==> src/rtl/portgroup_pkg.sv <==
// Shared types and constants for the port-group receive path.
package portgroup_pkg;

  typedef enum logic [1:0] {
    DIS   = 2'd0,
    IDLE  = 2'd1,
    SHIFT = 2'd2
  } rx_state_e;

  localparam int OVF_W = 8;
  localparam logic [OVF_W-1:0] OVF_SAT = '1;

  // Overflow counter sticks at its maximum instead of wrapping.
  function automatic logic [OVF_W-1:0] ovf_inc(input logic [OVF_W-1:0] cnt);
    return (cnt == OVF_SAT) ? cnt : cnt + OVF_W'(1);
  endfunction

endpackage

==> src/rtl/portgroup_rx_shift.sv <==
// MSB-first shift register with bit counter; sof restarts the word, clr aborts it.
// Latency: word_nxt/last are combinational from the accepted bit; no backpressure.
module portgroup_rx_shift #(
  parameter int width_p = 8
) (
  input  logic               clk,
  input  logic               rst,
  input  logic               clr,
  input  logic               shift_en,
  input  logic               restart,
  input  logic               bit_in,
  output logic [width_p-1:0] word_nxt,
  output logic               last
);

  localparam int CW = $clog2(width_p + 1);

  logic [width_p-1:0] sr;
  logic [width_p-1:0] shifted;
  logic [width_p-1:0] fresh;
  logic [CW-1:0]      cnt;
  logic [CW-1:0]      cnt_nxt;

  generate
    if (width_p == 1) begin : g_w1
      assign shifted = bit_in;
      assign fresh   = bit_in;
    end else begin : g_wn
      assign shifted = {sr[width_p-2:0], bit_in};
      assign fresh   = {{(width_p-1){1'b0}}, bit_in};
    end
  endgenerate

  assign cnt_nxt  = restart ? CW'(1) : cnt + CW'(1);
  assign word_nxt = restart ? fresh : shifted;
  assign last     = shift_en & (cnt_nxt == CW'(width_p));

  always_ff @(posedge clk or posedge rst) begin
    if (rst) begin
      sr  <= '0;
      cnt <= '0;
    end else if (clr) begin
      sr  <= '0;
      cnt <= '0;
    end else if (shift_en) begin
      sr  <= word_nxt;
      cnt <= cnt_nxt;
    end
  end

endmodule

==> src/rtl/portgroup_rx.sv <==
// Deserialises the rx bit stream into words for regf rx_data0 and tracks full/overflow status.
// Latency: commit and status outputs register 1 cycle after the last bit; no backpressure, excess words count as overflow.
module portgroup_rx
  import portgroup_pkg::*;
#(
  parameter int width_p = 8
) (
  input  logic               main_clk_i,
  input  logic               main_rst_i,
  input  logic               regf_ctrl_ena_rval_i,
  input  logic               rx_bit_i,
  input  logic               rx_bit_vld_i,
  input  logic               rx_sof_i,
  input  logic               regf_rx_data0_rd_i,
  output logic [width_p-1:0] regf_rx_data0_wval_o,
  output logic               regf_rx_data0_wr_o,
  output logic               regf_rx_stat_full_wval_o,
  output logic [OVF_W-1:0]   regf_rx_stat_ovf_wval_o,
  output logic               regf_rx_stat_wr_o,
  output logic               irq_o
);

  rx_state_e          state;
  logic               ena;
  logic               shift_en;
  logic               last;
  logic               wr_nxt;
  logic               full_nxt;
  logic [OVF_W-1:0]   ovf_nxt;
  logic [width_p-1:0] word_nxt;

  assign ena      = regf_ctrl_ena_rval_i;
  assign shift_en = ena & rx_bit_vld_i &
                    (((state == IDLE) & rx_sof_i) | (state == SHIFT));

  portgroup_rx_shift #(
    .width_p (width_p)
  ) u_shift (
    .clk      (main_clk_i),
    .rst      (main_rst_i),
    .clr      (~ena),
    .shift_en (shift_en),
    .restart  (rx_sof_i),
    .bit_in   (rx_bit_i),
    .word_nxt (word_nxt),
    .last     (last)
  );

  // A read landing with a commit frees the slot for the new word.
  always_comb begin
    wr_nxt   = 1'b0;
    full_nxt = regf_rx_stat_full_wval_o;
    ovf_nxt  = regf_rx_stat_ovf_wval_o;
    if (last) begin
      if (!regf_rx_stat_full_wval_o || regf_rx_data0_rd_i) begin
        wr_nxt   = 1'b1;
        full_nxt = 1'b1;
      end else begin
        ovf_nxt = ovf_inc(regf_rx_stat_ovf_wval_o);
      end
    end else if (regf_rx_data0_rd_i) begin
      full_nxt = 1'b0;
    end
  end

  always_ff @(posedge main_clk_i or posedge main_rst_i) begin
    if (main_rst_i) begin
      state                    <= DIS;
      regf_rx_data0_wval_o     <= '0;
      regf_rx_data0_wr_o       <= 1'b0;
      regf_rx_stat_full_wval_o <= 1'b0;
      regf_rx_stat_ovf_wval_o  <= '0;
      regf_rx_stat_wr_o        <= 1'b0;
      irq_o                    <= 1'b0;
    end else begin
      if (!ena) begin
        state <= DIS;
      end else begin
        case (state)
          DIS:     state <= IDLE;
          IDLE:    if (shift_en && !last) state <= SHIFT;
          SHIFT:   if (last) state <= IDLE;
          default: state <= DIS;
        endcase
      end
      regf_rx_data0_wr_o <= wr_nxt;
      if (wr_nxt) regf_rx_data0_wval_o <= word_nxt;
      regf_rx_stat_full_wval_o <= full_nxt;
      regf_rx_stat_ovf_wval_o  <= ovf_nxt;
      regf_rx_stat_wr_o        <= (full_nxt != regf_rx_stat_full_wval_o) |
                                  (ovf_nxt != regf_rx_stat_ovf_wval_o);
      irq_o                    <= full_nxt & ena;
    end
  end

endmodule

==> config.mk <==
export PLATFORM = sky130hd
export DESIGN_NAME = portgroup_rx
export DESIGN_NICKNAME = d
export VERILOG_FILES = /design/src/rtl/portgroup_pkg.sv /design/src/rtl/portgroup_rx_shift.sv /design/src/rtl/portgroup_rx.sv
export SDC_FILE = /design/constraint.sdc
export NUM_CORES = 1
export LEC_CHECK = 0
export ABC_AREA = 1
export CAP_MARGIN = 5
export CORE_UTILIZATION = 35
export DETAILED_ROUTE_END_ITERATION = 6
export DONT_BUFFER_PORTS = 1
export GPL_ROUTABILITY_DRIVEN = 1
export PLACE_DENSITY = 0.5
export SLEW_MARGIN = 20
export SYNTH_ARGS = -nofsm -noshare
export SYNTH_HDL_FRONTEND = slang
export SYNTH_SLANG_ARGS = --single-unit
==> constraint.sdc <==
create_clock -name main_clk_i -period 2.4 [get_ports main_clk_i]
set_clock_uncertainty 0.1 [all_clocks]
set_input_delay 0.48 -clock main_clk_i [delete_from_list [all_inputs] [get_ports main_clk_i]]
set_output_delay 0.48 -clock main_clk_i [all_outputs]
set_load 0.02 [all_outputs]
==> metrics.csv <==
metric,value,unit
XOR/XNOR share of the synthesized area,0.0152,
GR peak layer,met2,
WL final,3.48,mm
RSZ-0062 raised after global routing,no,
layout cell share with drive strength beyond 1,0.142,
Post-CTS Resized,0,
adder-cell share of the synthesized area,0.0145,
Leak,0.941,nW
Row Count,25,
WS Path Type,reg2reg,
drt drc,0,
setup TNS,0,ns
largest net degree at the start of global routing,34,
compound-cell area share of the yosys netlist,0.103,
Slew Limit Fails,0,
main combinational cell family by area after synthesis,simple AND/OR/NAND/NOR gates,
Sinks on Clock Net,33,
Crit path largest cell delay,0.40,ns
clock share of power,0.461,
Ys Warns,0,
post-route ant nets,0,
Worst Path Arrival,1.95,ns
port bufs,0,
part of the power in registers,0.490,
period utilization,0.776,
Placeable Area,4720,sq um
I/O Pins,27,
Max VDD drop,421,uV
Post-CTS Setup Inserts,0,
Worst Path Required,2.49,ns
met3 Usage GRT,0.0472,
met1 Track Usage GR,0.188,
PD cells,620,nW/um^2
status,"finished, final reports clean",
P_sw,279,uW
Finished Core Util,0.400,
GP Congestion,0.789,
cell mode on critical path,nand2_1,
syn avg cell area,8.34,sq um
post-synth top area share,0.479,
Nets,220,
Period minus WS final,1.86,ns
die area,5210,sq um
Post-CTS Hold Fix Bufs,0,
CP Cell Sequence,"ha_1, inv_1, nand2_1, nor2_1, nand3_2, inv_2, nand2_2, nand2_1, o21ai_2",
CP max FO,12,
"Clk Latency, worst-skew pair",0.30,ns
average wire per standard cell,12.5,um
area added between synthesis and finish,9.50,%
sequential area share after synthesis,0.479,
HP Class,in2async,
MaxCap Viol Count,0,
fin worst setup slack,0.537,ns
clk buf depth,2,
Slew @ Worst Pin,0.425,ns
Synth Instances,207,
crit path max-delay cell type,dfrtp_1,
Setup-failing EPs final,0,
Initial Util,0.365,
synth top area cells,"dfrtp_1, nand2_1, inv_1",
detailed-route via count,1280,
first drt pass iteration count,4,
Iter 0 DRT Violations,74,
simple-gate share of the synthesized area,0.286,
Tot Pwr,1.17,mW
crit start category,flip-flop,
routed vias/inst,4.59,
sw frac,0.238,
#FFs+latches synth,33,
final hold vios,0,
most frequent cells in the layout,"nand2_1, dfrtp_1, inv_1",
clock transition at the registers of the reported paths,0.08,ns
met2 usage,0.249,
synthesized cell area,1730,sq um
Die Width,72.2,um
proportion of synthesized area in mux cells,0,
Int Pwr,893,uW
CTS tree,built,
dpl hpwl,2.43,mm
fmax,0.537,GHz
all-layer global routing usage,0.155,
grt ovf,0,
Comb power frac,0.048,
CP endpoint kind,flip-flop,
Syn Nets,216,
Yosys top cell by area,dfrtp_1,
Yosys cell types,30,
H-tree levels,2,
initial antenna violation count,0,
# diodes,0,
Slew headroom,0.717,
total CTS buffers,5,
vias in the first global route,1324,
first-pass GRT wire length,6.04,mm
post-place setup slack,0.517,ns
Root Driver,clkbuf_8,
"commonest non-fill, non-tap cell in the layout",nand2_1,
Die Ht,72.2,um
==> cells by family (layout without fill, tap and decap cells) <==
| family | count (synthesis) | in the layout |
|---|---|---|
| xor+xnor | 3 | 3 |
| flops | 33 | 33 |
| fa+ha+maj | 2 | 2 |
| simple gates | 104 | 104 |
| buf+inv | 39 | 44 |
| compound gates | 26 | 26 |
==> final cells by class <==
cell class              count  area [sq um]
fillers                   492          2830
clock buffers               5          68.8
inverters                  34           128
flip-flops and latches     33           826
multi-input cells         135           722
well taps                  67          83.8
repair buffers              2          15.0
clock inverters             3          46.3
==> cell usage after synthesis <==
master / instances
o31ai_1: 1
inv_1: 30
nor2_4: 1
nor2_1: 17
xnor2_1: 1
dfrtp_1: 33
nand4_1: 1
ha_1: 2
nand3b_1: 1
inv_2: 4
nor3_1: 1
nand2_1: 56
o22ai_1: 5
a21boi_1: 1
buf_2: 1
a21oi_2: 1
o2bb2ai_1: 1
nand2_2: 2
nor2_2: 3
o21ai_2: 4
a21oi_4: 1
buf_6: 4
xor2_1: 2
nand3_2: 1
o21bai_1: 1
o21ai_0: 9
nand3_1: 18
nor2_8: 2
nand3_4: 1
a21oi_1: 2
==> stage by stage <==
stage | instances | hold slack (ns) | cell area (sq um)
after detailed placement | 271 | 0.392 | 1770
final | 279 | 0.0553 | 1890
after floorplan | 207 | 0.369 | 1730
after global placement | 271 | 0.387 | 1770
after global routing | 279 | 0.0982 | 1890
after CTS | 279 | 0.0752 | 1890
==> power by group through the flow <==
| stage | clock [mW] | combinational [mW] | sequential [mW] |
|---|---|---|---|
| floorplan | 0 | 0.0514 | 0.584 |
| global placement | 0 | 0.0594 | 0.585 |
| detailed placement | 0 | 0.0591 | 0.586 |
| CTS | 0.559 | 0.0593 | 0.574 |
| global route | 0.577 | 0.0661 | 0.576 |
| finish | 0.541 | 0.0566 | 0.574 |
==> state kept, by name (all words and copies together) (netlist names), 2 cells and up <==
register	flops
state	2
regf_rx_data0_wval_o	8
u_shift.sr	7
regf_rx_stat_ovf_wval_o	8
u_shift.cnt	4
==> metal layers <==
metal,vias up,part of all wire
li1,658,-
met1,590,0.48
met2,26,0.45
met3,6,0.051
met4,0,0.021
met5,-,0
==> worst paths after layout <==
kind                       depth (start not counted)      startpoint  slack (ns)                      end
max in group asynchronous                          2      main_rst_i        1.84        regf_rx_stat_wr_o
hold / removal                                     2      main_rst_i        0.06  regf_rx_data0_wval_o[2]
min in group main_clk_i                            1        rx_sof_i        0.19           u_shift.cnt[1]
setup reg to reg                                   9  u_shift.cnt[0]        0.54  regf_rx_data0_wval_o[1]
setup / recovery                                   9  u_shift.cnt[0]        0.54  regf_rx_data0_wval_o[1]
hold reg to reg                                    2   u_shift.sr[6]        0.41  regf_rx_data0_wval_o[7]
==> critical path, delay by kind of cell, from the launching register on <==
kind / cells / cell delay (ns)
AND/OR/NAND/NOR: 5 / 0.65
buffers and inverters: 2 / 0.25
flip-flops: 1 / 0.40
adder cells (fa/ha/maj): 1 / 0.30
AO/OA/AOI/OAI: 1 / 0.06
No activity file was read; power rests on OpenSTA's default activity.
